===== src/rtl/ifetch_stage_if.sv =====
// Fetch-stage bus: decode-side controls, imem address/data and the IF/ID register outputs.
// master = fetch stage, slave = surrounding pipeline / instruction memory.
interface ifetch_stage_if #(
  parameter int unsigned CPU_WIDTH = 32
);
  logic                 stall;
  logic                 redirect_valid;
  logic [CPU_WIDTH-1:0] redirect_target;
  logic [CPU_WIDTH-1:0] instruction;
  logic [CPU_WIDTH-1:0] curr_pc;
  logic                 id_valid;
  logic [CPU_WIDTH-1:0] id_pc;
  logic [CPU_WIDTH-1:0] id_pc_plus4;
  logic [CPU_WIDTH-1:0] id_inst;
  logic                 fetch_misalign;
  logic [CPU_WIDTH-1:0] trap_pc;
  logic [CPU_WIDTH-1:0] fetch_cnt;

  modport master (
    input  stall,
    input  redirect_valid,
    input  redirect_target,
    input  instruction,
    output curr_pc,
    output id_valid,
    output id_pc,
    output id_pc_plus4,
    output id_inst,
    output fetch_misalign,
    output trap_pc,
    output fetch_cnt
  );

  modport slave (
    output stall,
    output redirect_valid,
    output redirect_target,
    output instruction,
    input  curr_pc,
    input  id_valid,
    input  id_pc,
    input  id_pc_plus4,
    input  id_inst,
    input  fetch_misalign,
    input  trap_pc,
    input  fetch_cnt
  );
endinterface


===== src/rtl/ifetch_stage.sv =====
// PC generator plus IF/ID pipeline register with stall, redirect/flush,
// misaligned-redirect trap and a count of instructions captured into IF/ID.
module ifetch_stage #(
  parameter int unsigned          CPU_WIDTH = 32,
  parameter logic [CPU_WIDTH-1:0] RESET_PC  = '0,
  parameter logic [CPU_WIDTH-1:0] NOP_INST  = CPU_WIDTH'(32'h0000_0013)
) (
  input logic           clk,
  input logic           rst_n,
  ifetch_stage_if.master bus
);

  localparam logic [CPU_WIDTH-1:0] PcStep = CPU_WIDTH'(4);

  typedef enum logic [1:0] {
    StBoot,
    StRun,
    StTrap
  } state_e;

  state_e               state_q;
  logic [CPU_WIDTH-1:0] pc_q;
  logic                 id_valid_q;
  logic [CPU_WIDTH-1:0] id_pc_q;
  logic [CPU_WIDTH-1:0] id_pc_plus4_q;
  logic [CPU_WIDTH-1:0] id_inst_q;
  logic                 fetch_misalign_q;
  logic [CPU_WIDTH-1:0] trap_pc_q;
  logic [CPU_WIDTH-1:0] fetch_cnt_q;

  always_ff @(posedge clk) begin
    if (!rst_n) begin
      state_q          <= StBoot;
      pc_q             <= RESET_PC;
      id_valid_q       <= 1'b0;
      id_pc_q          <= '0;
      id_pc_plus4_q    <= PcStep;
      id_inst_q        <= NOP_INST;
      fetch_misalign_q <= 1'b0;
      trap_pc_q        <= '0;
      fetch_cnt_q      <= '0;
    end else begin
      unique case (state_q)
        // One idle cycle so imem sees RESET_PC before the first capture.
        StBoot: begin
          id_valid_q <= 1'b0;
          state_q    <= StRun;
        end

        StRun: begin
          if (bus.redirect_valid) begin
            id_valid_q <= 1'b0;
            id_inst_q  <= NOP_INST;
            if (bus.redirect_target[1:0] == 2'b00) begin
              pc_q <= bus.redirect_target;
            end else begin
              fetch_misalign_q <= 1'b1;
              trap_pc_q        <= bus.redirect_target;
              state_q          <= StTrap;
            end
          end else if (!bus.stall) begin
            id_pc_q       <= pc_q;
            id_pc_plus4_q <= pc_q + PcStep;
            id_inst_q     <= bus.instruction;
            id_valid_q    <= 1'b1;
            pc_q          <= pc_q + PcStep;
            fetch_cnt_q   <= fetch_cnt_q + CPU_WIDTH'(1);
          end
        end

        // Absorbing: only reset leaves this state.
        StTrap: begin
          id_valid_q <= 1'b0;
          id_inst_q  <= NOP_INST;
        end

        default: state_q <= StBoot;
      endcase
    end
  end

  assign bus.curr_pc        = pc_q;
  assign bus.id_valid       = id_valid_q;
  assign bus.id_pc          = id_pc_q;
  assign bus.id_pc_plus4    = id_pc_plus4_q;
  assign bus.id_inst        = id_inst_q;
  assign bus.fetch_misalign = fetch_misalign_q;
  assign bus.trap_pc        = trap_pc_q;
  assign bus.fetch_cnt      = fetch_cnt_q;

endmodule


===== src/flat_wrapper.sv =====
// flat-port wrapper written by rule: the top's interface ports become plain ports
module ifetch_stage_flat 
#(
  parameter int unsigned          CPU_WIDTH = 32,
  parameter logic [CPU_WIDTH-1:0] RESET_PC  = '0,
  parameter logic [CPU_WIDTH-1:0] NOP_INST  = CPU_WIDTH'(32'h0000_0013)
)
  (clk, rst_n, bus_stall, bus_redirect_valid, bus_redirect_target, bus_instruction, bus_curr_pc, bus_id_valid, bus_id_pc, bus_id_pc_plus4, bus_id_inst, bus_fetch_misalign, bus_trap_pc, bus_fetch_cnt);
  ifetch_stage_if #(.CPU_WIDTH(CPU_WIDTH)) bus_i ();
  input logic clk;
  input logic rst_n;
  input wire logic [$bits(bus_i.stall)-1:0] bus_stall;
  input wire logic [$bits(bus_i.redirect_valid)-1:0] bus_redirect_valid;
  input wire logic [$bits(bus_i.redirect_target)-1:0] bus_redirect_target;
  input wire logic [$bits(bus_i.instruction)-1:0] bus_instruction;
  output wire logic [$bits(bus_i.curr_pc)-1:0] bus_curr_pc;
  output wire logic [$bits(bus_i.id_valid)-1:0] bus_id_valid;
  output wire logic [$bits(bus_i.id_pc)-1:0] bus_id_pc;
  output wire logic [$bits(bus_i.id_pc_plus4)-1:0] bus_id_pc_plus4;
  output wire logic [$bits(bus_i.id_inst)-1:0] bus_id_inst;
  output wire logic [$bits(bus_i.fetch_misalign)-1:0] bus_fetch_misalign;
  output wire logic [$bits(bus_i.trap_pc)-1:0] bus_trap_pc;
  output wire logic [$bits(bus_i.fetch_cnt)-1:0] bus_fetch_cnt;
  assign bus_i.stall = bus_stall;
  assign bus_i.redirect_valid = bus_redirect_valid;
  assign bus_i.redirect_target = bus_redirect_target;
  assign bus_i.instruction = bus_instruction;
  assign bus_curr_pc = bus_i.curr_pc;
  assign bus_id_valid = bus_i.id_valid;
  assign bus_id_pc = bus_i.id_pc;
  assign bus_id_pc_plus4 = bus_i.id_pc_plus4;
  assign bus_id_inst = bus_i.id_inst;
  assign bus_fetch_misalign = bus_i.fetch_misalign;
  assign bus_trap_pc = bus_i.trap_pc;
  assign bus_fetch_cnt = bus_i.fetch_cnt;
  ifetch_stage #(.CPU_WIDTH(CPU_WIDTH), .RESET_PC(RESET_PC), .NOP_INST(NOP_INST)) u_core (.clk(clk), .rst_n(rst_n), .bus(bus_i));
endmodule

===== config.mk =====
export PLATFORM = sky130hd
export DESIGN_NAME = ifetch_stage_flat
export DESIGN_NICKNAME = d
export VERILOG_FILES = /design/src/rtl/ifetch_stage_if.sv /design/src/rtl/ifetch_stage.sv /design/src/flat_wrapper.sv
export SDC_FILE = /design/constraint.sdc
export NUM_CORES = 1
export LEC_CHECK = 0
export BUFFER_PORTS_ARGS = -buffer_cell sky130_fd_sc_hd__buf_4
export CORE_MARGIN = 5
export CORE_UTILIZATION = 50
export CTS_CLUSTER_SIZE = 12
export DETAILED_ROUTE_END_ITERATION = 8
export PLACE_DENSITY = 0.79
export SLEW_MARGIN = 20
export SYNTH_ARGS = -nofsm -noshare
export SYNTH_HDL_FRONTEND = slang
export SYNTH_SLANG_ARGS = --single-unit

===== constraint.sdc =====
create_clock -name clk -period 3.03 [get_ports clk]
set_input_delay 0.303 -clock clk [delete_from_list [all_inputs] [get_ports clk]]
set_output_delay 0.303 -clock clk [all_outputs]
set_load 0.02 [all_outputs]

Word-level counts from Yosys, hierarchy flattened
Index checks and enable logic that the tools add are counted.
{"block": "op_classes", "n_addsub": 2, "multipliers": 0, "n_div": 0, "n_lt_le_gt_ge": 0, "eq_ne": 7, "shift": 0, "muxes": 12, "bitwise": 4, "n_reduce_logical": 11}
{"operator": "two-way mux 32 bit", "count": 5}
{"operator": "case mux 32 bit (2 select lines)", "count": 1}
{"operator": "adder 32 x 1 -> 32 bit, second input constant", "count": 1}
{"operator": "adder 32 x 3 -> 32 bit, second input constant", "count": 1}
{"operator": "AND reduction 3 bit", "count": 4}
{"operator": "case mux 2 bit (3 select lines)", "count": 1}
{"operator": "zero test 2 bit", "count": 2}
{"operator": "two-way mux 2 bit", "count": 2}
{"operator": "inequality test 2 x 1 -> 1 bit, second input constant", "count": 2}
{"operator": "inequality test 2 bit, second input constant", "count": 2}
{"operator": "NOT 1 bit", "count": 4}
{"operator": "AND reduction 2 bit", "count": 2}
{"operator": "nonzero test 2 bit", "count": 2}
{"operator": "inequality test 3 bit, second input constant", "count": 1}
{"operator": "equality test 2 x 1 -> 1 bit, second input constant", "count": 1}
{"operator": "equality test 2 bit, second input constant", "count": 1}
{"operator": "two-way mux 1 bit", "count": 2}
{"operator": "case mux 1 bit (2 select lines)", "count": 1}
{"operator": "OR reduction 2 bit", "count": 1}
{"block": "totals", "ff_bits": 196, "latchBits": 0, "mem_bits_rw": 0, "mem_bits_ro": 0, "input_bits": 68, "elab_cells": 45, "mem_count": 0}

Logic depth before layout (Yosys ltp)
{"block": "depth", "word_depth": 4, "depth_mapped": 7, "mapped_depth_nobuf": 6}

Worst setup path before layout
OpenSTA, ideal clock, no wires.
{"block": "synth_path", "path_type": "reg2reg", "startpoint": "register u_core.pc_q[2] (netlist: u_core.bus.curr_pc[2])", "endpoint": "register u_core.pc_q[26] (netlist: u_core.bus.curr_pc[26])", "arrival_time_ns": 2.219, "required_ns": 2.910, "slack_ns": 0.691, "path_stages_with_launch": 7, "period_less_slack_ns": 2.339, "cell_sequence": "dfxtp_1 -> ha_1 -> and4_1 -> nand4_1 -> or4_1 -> and3_1 -> o31a_1"}
{"block": "synth_via", "elab_chain_len": 3}
{"item": "start: declaration", "line_no": "ifetch_stage.sv:22", "source": "logic [CPU_WIDTH-1:0] pc_q;"}
{"item": "start signal: assignment", "line_no": "ifetch_stage.sv:55", "source": "pc_q <= bus.redirect_target;"}
{"item": "start signal: assignment", "line_no": "ifetch_stage.sv:66", "source": "pc_q <= pc_q + PcStep;"}
{"item": "adder 32 x 3 -> 32 bit", "line_no": "ifetch_stage.sv:66"}
{"item": "two-way mux 32 bit", "line_no": "ifetch_stage.sv:61", "source": "end else if (!bus.stall) begin"}
{"item": "two-way mux 32 bit", "line_no": "ifetch_stage.sv:51", "source": "if (bus.redirect_valid) begin"}
Every way passes these cells. The select of a mux whose other input is x is not followed.
A chain may end at the register's enable or synchronous reset.

Worst setup path after layout
{"block": "layout_path", "startpoint": "register u_core.state_q[1]", "endpoint": "register u_core.fetch_cnt_q[26] (netlist: u_core.bus.fetch_cnt[26])"}
{"block": "layout_via", "elab_chain_len": 2}
{"item": "start: declaration", "line_no": "ifetch_stage.sv:21", "source": "state_e state_q;"}
{"item": "start signal: assignment", "line_no": "ifetch_stage.sv:33", "source": "state_q <= StBoot;"}
{"item": "start signal: assignment", "line_no": "ifetch_stage.sv:47", "source": "state_q <= StRun;"}
{"item": "start signal: assignment", "line_no": "ifetch_stage.sv:59", "source": "state_q <= StTrap;"}
{"item": "equality test 2 x 1 -> 1 bit", "line_no": "ifetch_stage.sv:43", "source": "unique case (state_q)"}
{"item": "AND reduction 3 bit (no source line)"}
{"item": "end signal: assignment", "line_no": "ifetch_stage.sv:67", "source": "fetch_cnt_q <= fetch_cnt_q + CPU_WIDTH'(1);"}
{"item": "end: declaration", "line_no": "ifetch_stage.sv:29", "source": "logic [CPU_WIDTH-1:0] fetch_cnt_q;"}
Every way passes these cells.

==> impl_metrics.csv <==
group,metric,value,unit
worst_setup_path,crit_type,"reg2reg",
final_layout,nFillCells,1342,
grt,grt_pass1_vias,7555,
floorplan,std_cell_rows,46,
clock_tree,cts-root-buf,"clkbuf_16",
floorplan,die_x,138,um
hold_path,hold_path.class,"in2reg",
yosys,synth-edff-count,0,
placed_design,hpwl,19300,um
clock_tree,clkTransAtPathRegs,0.07,ns
clock_tree,clk_latency,0.44,ns
worst_setup_path,critPathCaptureType,"register",
sta,finClkSkew,0.00904,ns
grt,track_usage,27.9,%
power_and_ir_drop,power,5.56,mW
drt,drc,0,
floorplan,ios,262,
clock_tree,cts_setup_buffers,0,
outcome,status,"finished, final reports clean",
yosys,yosysSeqAreaShare,47.6,%
grt,grt_max_degree,61,
sta,rsz0062_at_grt,"no",
sta,setup_tns,0,ns
yosys,synth_top_cell_area_share,47.6,%
drt,first_pass_iters,6,
final_layout,ff_latch_area,0.00388,mm2
sta,max-slew-margin-rel,49.8,%
sta,max_freq,0.395,GHz
final_layout,nNetsFinal,1299,
power_and_ir_drop,vdd_drop_max,0.000409,V
job,maxCapViolCount,0,
sta,layout_min_cycle_time,2.53,ns
yosys,ys_ff_latch,194,
power_and_ir_drop,leakagePower,4.39,nW
yosys,ys.warnings.count,0,
sta,hold_viol,0,
yosys,yosys-top-cells-count,"dfxtp_1 (194), nand2_1 (186), a21oi_1 (109), nor2_1 (99), clkbuf_1 (70)",
yosys,syn_nets,1079,
final_layout,multi_input_area,0.00392,mm2
yosys,ys_async_sr_fraction,0,%
yosys,synth_area_leaders,"dfxtp_1 (48%), nand2_1 (8.6%), a21oi_1 (6.7%)",
floorplan,dieArea,0.0190,mm2
yosys,synth_largest_area_cell,"dfxtp_1",
clock_tree,htreeDepth,4,
yosys,synth_area,0.00816,mm2
drt,ant_nets,0,
power_and_ir_drop,powerDensity,513,mW/mm2
floorplan,fp.dieH,138,um
drt,wire_per_inst,18.3,um
placed_design,portBuffers,261,
sta,period_share,83.5,%
worst_setup_path,critical_path_required,3.41,ns
drt,viasPerCell,5.62,
clock_tree,cts_resized,0,
drt,via_count,8201,
grt,grt_pass1_wl,41400,um
clock_tree,cts_hold_buf,0,
final_layout,diodes,0,
clock_tree,clockBufferDepth,2,
yosys,synth_cells,1009,
drt,drt-total-wl,26700,um
final_layout,syn2layout_area_growth,32.8,%
drt,drt-initial-drc-count,835,
yosys,avgSynthCellArea,8.09,um2
worst_setup_path,cp_max_fo,10,
sta,setup_viol,0,
yosys,post-synth-top-count-cell,"dfxtp_1",
sta,drv_slew,0,
clock_tree,cts_tree,"yes",
grt,grt-ovfl-total,0,
clock_tree,cts_sinks,194,
yosys,ys_types,55,
yosys,synth_ff_type,"dfxtp_1",
worst_setup_path,cp_data_arrival_time,2.91,ns
grt,grt_antenna_before_repair,0,
floorplan,initial_core_util,51.2,%
floorplan,core,0.0159,mm2
worst_setup_path,cp-start-kind,"register",
clock_tree,cts_buffers,17,
placed_design,place_congestion,0.903,
final_layout,drive_gt1_share,26.6,%
sta,worstMarginPinSlew,0.753,ns
-- registers in the layout, summed over array words and instances, names as in the netlist --
| register | count |
|---|---|
| u_core.bus.id_valid | 1 |
| u_core.bus.id_pc_plus4 | 30 |
| u_core.bus.id_inst | 32 |
| u_core.bus.fetch_cnt | 32 |
| u_core.bus.fetch_misalign | 1 |
| u_core.bus.curr_pc | 32 |
| u_core.state_q | 2 |
| u_core.bus.id_pc | 32 |
| u_core.bus.trap_pc | 32 |
-- cell usage in the layout (no fill, tap or decap), types with 5 or more instances in the layout --
cell,count
a211oi_1,8
a21oi_1,109
a22oi_1,41
and2_1,5
and3_1,16
and4_1,10
buf_4,281
clkbuf_16,17
clkinv_4,5
dfxtp_1,194
inv_1,10
inv_6,5
nand2_1,186
nand3_1,35
nand4_1,18
nor2_1,98
nor3_1,17
nor4_1,8
o21ai_0,42
o22ai_1,5
or4_1,5
xnor2_1,28
xor2_1,22
-- cell type report --
type	count	share of cell area [%]
Clock buffer	18	4.05
Clock inverter	14	1.33
Inverter	12	0.439
Multi-Input combinational cell	722	36.2
Sequential cell	194	35.8
Tap cell	216	2.49
Timing Repair Buffer	282	19.7
-- power by group --
part / switching (mW) / internal (mW) / leakage [nW]
combinational: 0.384 / 0.247 / 2.54
clock: 1.05 / 1.18 / 0.280
sequential: 0.0725 / 2.62 / 1.57
total: 1.51 / 4.05 / 4.39
-- routing by layer --
| layer | vias up | routed length [um] | GRT usage (%) |
|---|---|---|---|
| met2 | 387 | 12100 | 42.0 |
| met5 | - | 0 | 0 |
| met4 | 0 | 727 | 9.60 |
| met1 | 3828 | 11100 | 38.2 |
| li1 | 3936 | - | - |
| met3 | 50 | 2830 | 8.25 |
-- logic make-up (layout without fill, tap and decap cells) --
group	count (synthesis)	after routing	synth area share, %
AOI/OAI and AO/OA	243	243	17.9
DFF	194	194	47.6
muxes	4	4	0.506
buffers and inverters	93	326	4.49
adders and majority gates	2	2	0.307
xor gates and xnor gates	50	50	5.37
and+or+nand+nor	423	423	23.8
-- per-stage QoR --
| stage | cells | instance area (um2) | hold WS, ns | worst slack (ns) | util, % |
|---|---|---|---|---|---|
| floorplan | 1009 | 8160 | 0.439 | 0.691 | - |
| global placement | 1426 | 10300 | 0.442 | 0.526 | 64.3 |
| detailed placement | 1426 | 10300 | 0.448 | 0.484 | 64.3 |
| CTS | 1458 | 10800 | 0.0863 | 0.517 | 68.0 |
| global route | 1458 | 10800 | 0.0953 | 0.408 | 68.0 |
| finish | 1458 | 10800 | 0.100 | 0.500 | 68.0 |
-- worst paths after layout --
kind	startpoint	end	slack [ns]	cells after the start
setup reg to reg	u_core.state_q[1]	u_core.bus.fetch_cnt[26]	0.50	5
hold / removal	bus_instruction[0]	u_core.bus.id_inst[0]	0.10	3
hold reg to reg	u_core.bus.id_pc[24]	u_core.bus.id_pc[24]	0.45	2
setup / recovery	u_core.state_q[1]	u_core.bus.fetch_cnt[26]	0.50	5
-- critical path: stages, from the launching register on --
cell and delay, ns:
dfxtp_1 0.35, or4b_2 0.83, nor4_4 0.66, nand2_2 0.15, or4_1 0.42, nand2_1 0.07
Note: power is estimated with default switching activity, not from simulation.
